`src/rtl/fifo_wr_arbiter.sv`:
```
// fifo_wr_arbiter: round-robin burst arbiter sharing one FIFO write port among NREQ producers
module fifo_wr_arbiter #(
   parameter int WIDTH     = 8,
   parameter int NREQ      = 4,
   parameter int MAX_BURST = 4,
   localparam int OW = (NREQ > 1) ? $clog2(NREQ) : 1,
   localparam int CW = (MAX_BURST > 1) ? $clog2(MAX_BURST) : 1
) (
   input  logic                  CLOCK,
   input  logic                  RESET_N,
   input  logic                  CLEAR_N,
   input  logic [NREQ-1:0]       REQ_VALID,
   input  logic [NREQ*WIDTH-1:0] REQ_DATA,
   output logic [NREQ-1:0]       REQ_READY,
   input  logic                  FIFO_FULL_N,
   output logic                  FIFO_WRITE,
   output logic [WIDTH-1:0]      FIFO_DATA,
   output logic [OW-1:0]         OWNER,
   output logic                  BUSY
);
   typedef enum logic {IDLE, BURST} st_t;
   st_t st;
   logic [OW-1:0] ptr, own, win, sel, idx;
   logic [CW-1:0] cnt;
   logic gap, any, go;

   function automatic logic [OW-1:0] inc(input logic [OW-1:0] i);
      return (int'(i) == NREQ - 1) ? '0 : i + 1'b1;
   endfunction

   always_comb begin
      win = '0;
      any = 1'b0;
      idx = '0;
      for (int k = 0; k < NREQ; k++) begin
         idx = OW'((int'(ptr) + k) % NREQ);
         if (!any && REQ_VALID[idx]) begin
            win = idx;
            any = 1'b1;
         end
      end
   end

   // gap forces the single re-arbitration bubble after a burst that ran to full length
   assign sel        = (st == BURST) ? own : win;
   assign go         = RESET_N && CLEAR_N && FIFO_FULL_N && ((st == BURST) ? REQ_VALID[own] : (any && !gap));
   assign REQ_READY  = go ? (NREQ'(1) << sel) : '0;
   assign FIFO_WRITE = |(REQ_VALID & REQ_READY);
   assign FIFO_DATA  = FIFO_WRITE ? REQ_DATA[sel*WIDTH +: WIDTH] : '0;
   assign BUSY       = (st == BURST);
   assign OWNER      = BUSY ? own : '0;

   always_ff @(posedge CLOCK or negedge RESET_N)
      if (!RESET_N) begin
         st  <= IDLE;
         ptr <= '0;
         own <= '0;
         cnt <= '0;
         gap <= 1'b0;
      end else if (!CLEAR_N) begin
         st  <= IDLE;
         ptr <= '0;
         own <= '0;
         cnt <= '0;
         gap <= 1'b0;
      end else if (st == IDLE) begin
         gap <= 1'b0;
         if (go) begin
            own <= win;
            if (MAX_BURST == 1) begin
               ptr <= inc(win);
               gap <= 1'b1;
            end else begin
               st  <= BURST;
               cnt <= CW'(1);
            end
         end
      end else if (!REQ_VALID[own]) begin
         st  <= IDLE;
         ptr <= inc(own);
         cnt <= '0;
      end else if (FIFO_FULL_N) begin
         if (cnt == CW'(MAX_BURST - 1)) begin
            st  <= IDLE;
            ptr <= inc(own);
            cnt <= '0;
            gap <= 1'b1;
         end else
            cnt <= cnt + 1'b1;
      end

   assert property (@(posedge CLOCK) disable iff (!RESET_N) $onehot0(REQ_READY));
   assert property (@(posedge CLOCK) disable iff (!RESET_N) !(FIFO_WRITE && !FIFO_FULL_N));
endmodule

```
`config.mk`:
```
export PLATFORM = sky130hd
export DESIGN_NAME = fifo_wr_arbiter
export DESIGN_NICKNAME = d
export VERILOG_FILES = /design/src/rtl/fifo_wr_arbiter.sv
export SDC_FILE = /design/constraint.sdc
export NUM_CORES = 1
export LEC_CHECK = 0
export CELL_PAD_IN_SITES_DETAIL_PLACEMENT = 0
export CELL_PAD_IN_SITES_GLOBAL_PLACEMENT = 2
export CORE_ASPECT_RATIO = 1.1
export CORE_UTILIZATION = 20
export CTS_BUF_LIST = sky130_fd_sc_hd__clkbuf_4 sky130_fd_sc_hd__clkbuf_8
export CTS_CLUSTER_SIZE = 40
export DETAILED_ROUTE_END_ITERATION = 10
export PLACE_DENSITY = 0.9
export SYNTH_ARGS = -nofsm -noshare
export SYNTH_HDL_FRONTEND = slang
export SYNTH_SLANG_ARGS = --single-unit
```
`constraint.sdc`:
```
create_clock -name CLOCK -period 5 [get_ports CLOCK]
set_clock_uncertainty 0.15 [all_clocks]
set_input_delay 1 -clock CLOCK [delete_from_list [all_inputs] [get_ports CLOCK]]
set_output_delay 1 -clock CLOCK [all_outputs]
set_load 0.02 [all_outputs]
```
==> out/metrics.yaml <==
power:
  power_frac_seq: 0.292
  power.share.clock: 0.330
  p_per_area_mw_per_mm2: 163
  power_leakage_nw: 0.589
  netSwitchingFraction: 0.284
  p_comb_frac: 0.378
  p_int_mw: 0.174
  p_total_mw: 0.243
  vdd_drop_max_v: 0.0000499
  p_switching_mw: 0.0690
yosys:
  synth_top_cell_by_area: "mux2i_1"
  async_flop_share: 1.00
  syn_nets: 142
  ys_ff_latch: 8
  ys.flop_type: "dfrtp_1"
  synth_most_common_cell: "mux2i_1"
  synth_top_area_share: 0.250
  synth_area_um2: 842
  synth_cell_types: 37
  yosysWarnings: 0
  syn_area_per_cell_um2: 8.34
  synth_area_leaders: "mux2i_1 25%, dfrtp_1 24%, o22ai_1 6.7%"
  syn-instance-count: 101
  ys_top_cells_by_count: "21 x mux2i_1, 11 x nand2_1, 9 x o22ai_1, 8 x dfrtp_1, 7 x nor2_1"
  synth-edff-count: 0
  ys_seq_area_frac: 0.238
job:
  drv_cap: 0
placement:
  place_hpwl_um: 2160
  place_inst: 204
  gpl.final_weighted_congestion: 0.755
  port_buffers: 55
sta:
  finalCriticalPeriod_ps: 4640
  clock.fmax_mhz: 216
  rsz0062_at_grt: "no"
  tns_ps: 0
  finalSetupViolations: 0
  slew_viol_final: 0
  worst_pin_slew_ps: 492
  slew_headroom: 0.672
  hold_violations: 0
  min_period_over_period: 0.928
  whs_ps: 388
clocking:
  cts_max_level: 1
  cts_sinks: 8
  cts_setup_buffers: 0
  clk_root_buffer_cell: "clkbuf_8"
  clk_latency_ps: 230
  cts_buffers: 3
  cts_tree: "yes"
  clkTransAtPathRegs_ps: 40
  cts_buffer_depth: 2
  ctsResizeCount: 0
  ctsHoldBuffers: 0
global_route:
  antenna_found_initial: 0
  grt_pass1_wl_um: 4280
  grt_pass1_vias: 978
  grt-ovfl-total: 0
  grt_usage: 0.122
  grt_max_degree: 21
layout:
  layoutNonFillerInstCount: 207
  final_nets: 198
  diodes: 0
  fin_util: 0.373
  drive_gt1_frac: 0.0581
  area_growth_pct: 77.0
worst_hold_path:
  worstHoldPathType: "reg -> reg"
routing:
  drtPass1Iterations: 4
  wl_um: 2580
  wire_per_inst_um: 12.4
  vias_per_cell: 4.81
  drtAntennaViolNets: 0
  num_vias: 995
  drtIter0Drc: 44
  drc: 0
worst_setup_path:
  start_kind: "input port"
  crit_fanout: 20
  crit_path_cell_trace: "clkdlybuf4s50_1 > nor2b_1 > o21a_1 > o41ai_4 > buf_4 > mux2i_1 > o22ai_1 > clkdlybuf4s50_1"
  cpLargestDelayFamily: "buffers and inverters"
  critical_path.slowest_cell: "clkdlybuf4s50_1"
  crit_top_cell: "clkdlybuf4s50_1"
  cp.buffers_inverters: 3
  max_stage_delay_ps: 570
  worstPathArrival_ps: 3490
  criticalPathCategory: "in -> out"
  end_kind: "output port"
  worstPathRequired_ps: 3850
die:
  die_area_mm2: 0.00447
  initial_core_util: 0.211
  core.rowCount: 24
  core_area_mm2: 0.00399
  die-height_um: 70.1
  io_pins: 56
  die_x_um: 63.9
status:
  status: "finished clean"
-- per-layer routing --
layer	vias up	wire length, um	track usage
met1	446	991	0.133
met5	-	0	0
met3	3	273	0.0327
met2	57	1280	0.217
li1	489	-	-
met4	0	36	0.0530
-- cells in the final DEF (no fill, tap or decap), drive strengths merged, types with 2 or more instances in the layout --
master and n:
or3 2, clkbuf 3, clkdlybuf4s50 55, mux2i 21, dfrtp 8, buf 2, and3 2, inv 5
nand2b 3, nor2 7, nor3 2, o41ai 2, a21oi 3, a211oi 2, o22ai 9, nand2 11
-- through the flow --
step	setup WS [ps]	area (um^2)
floorplan	1580	842
global placement	343	1450
detailed placement	336	1450
CTS	324	1490
global route	238	1490
finish	360	1490
-- state kept, by name, indices dropped and copies added (netlist names) --
| signal | cells |
|---|---|
| own | 2 |
| gap | 1 |
| cnt | 2 |
| BUSY | 1 |
| ptr | 2 |
-- final cells by class --
cell class | instances | area, um^2
multi-input combinational | 82 | 599
sequential | 8 | 200
inverter | 5 | 18.8
tap | 52 | 65.1
clock buffer | 3 | 41.3
timing repair buffer | 57 | 566
fill | 424 | 2500
-- worst paths after layout --
| check | depth (start not counted) | endpoint | start | slack, ps |
|---|---|---|---|---|
| setup / recovery | 8 | FIFO_DATA[2] | REQ_VALID[3] | 360 |
| hold / removal | 2 | gap$_DFFE_PN0P_ | gap$_DFFE_PN0P_ | 390 |
| setup reg to reg | 6 | own[1]$_DFFE_PN0P_ | BUSY$_DFF_PN0_ | 3000 |
| hold reg to reg | 2 | gap$_DFFE_PN0P_ | gap$_DFFE_PN0P_ | 390 |
| max in group asynchronous | 2 | own[0]$_DFFE_PN0P_ | RESET_N | 3600 |
| min in group asynchronous | 2 | own[1]$_DFFE_PN0P_ | RESET_N | 980 |
-- cell families after synthesis --
kind of cell             share of synthesized area
multiplexers                                 0.263
AND/OR/NAND/NOR                              0.189
buffers and inverters                       0.0639
AO/OA/AOI/OAI                                0.221
adder cells (fa/ha/maj)                     0.0149
flip-flops                                   0.238
XOR/XNOR                                    0.0104
-- power groups by stage --
| stage | Clock [mW] | Sequential [mW] | Combinational, mW |
|---|---|---|---|
| 3_5_place_dp | 0 | 0.0718 | 0.0929 |
| 4_1_cts | 0.0825 | 0.0709 | 0.0933 |
| 5_1_grt | 0.0851 | 0.0715 | 0.0998 |
| 2_1_floorplan | 0 | 0.0697 | 0.0468 |
| 3_3_place_gp | 0 | 0.0719 | 0.0923 |
| 6_report | 0.0803 | 0.0710 | 0.0920 |
-- worst reg2reg max path: stages, from the launching register on --
cell,delay [ps]
dfrtp_1,640
nand2_1,220
o32ai_1,150
o2111ai_1,210
inv_2,150
nand2b_1,130
a31o_1,240
Power figures use the tool's default switching activity.
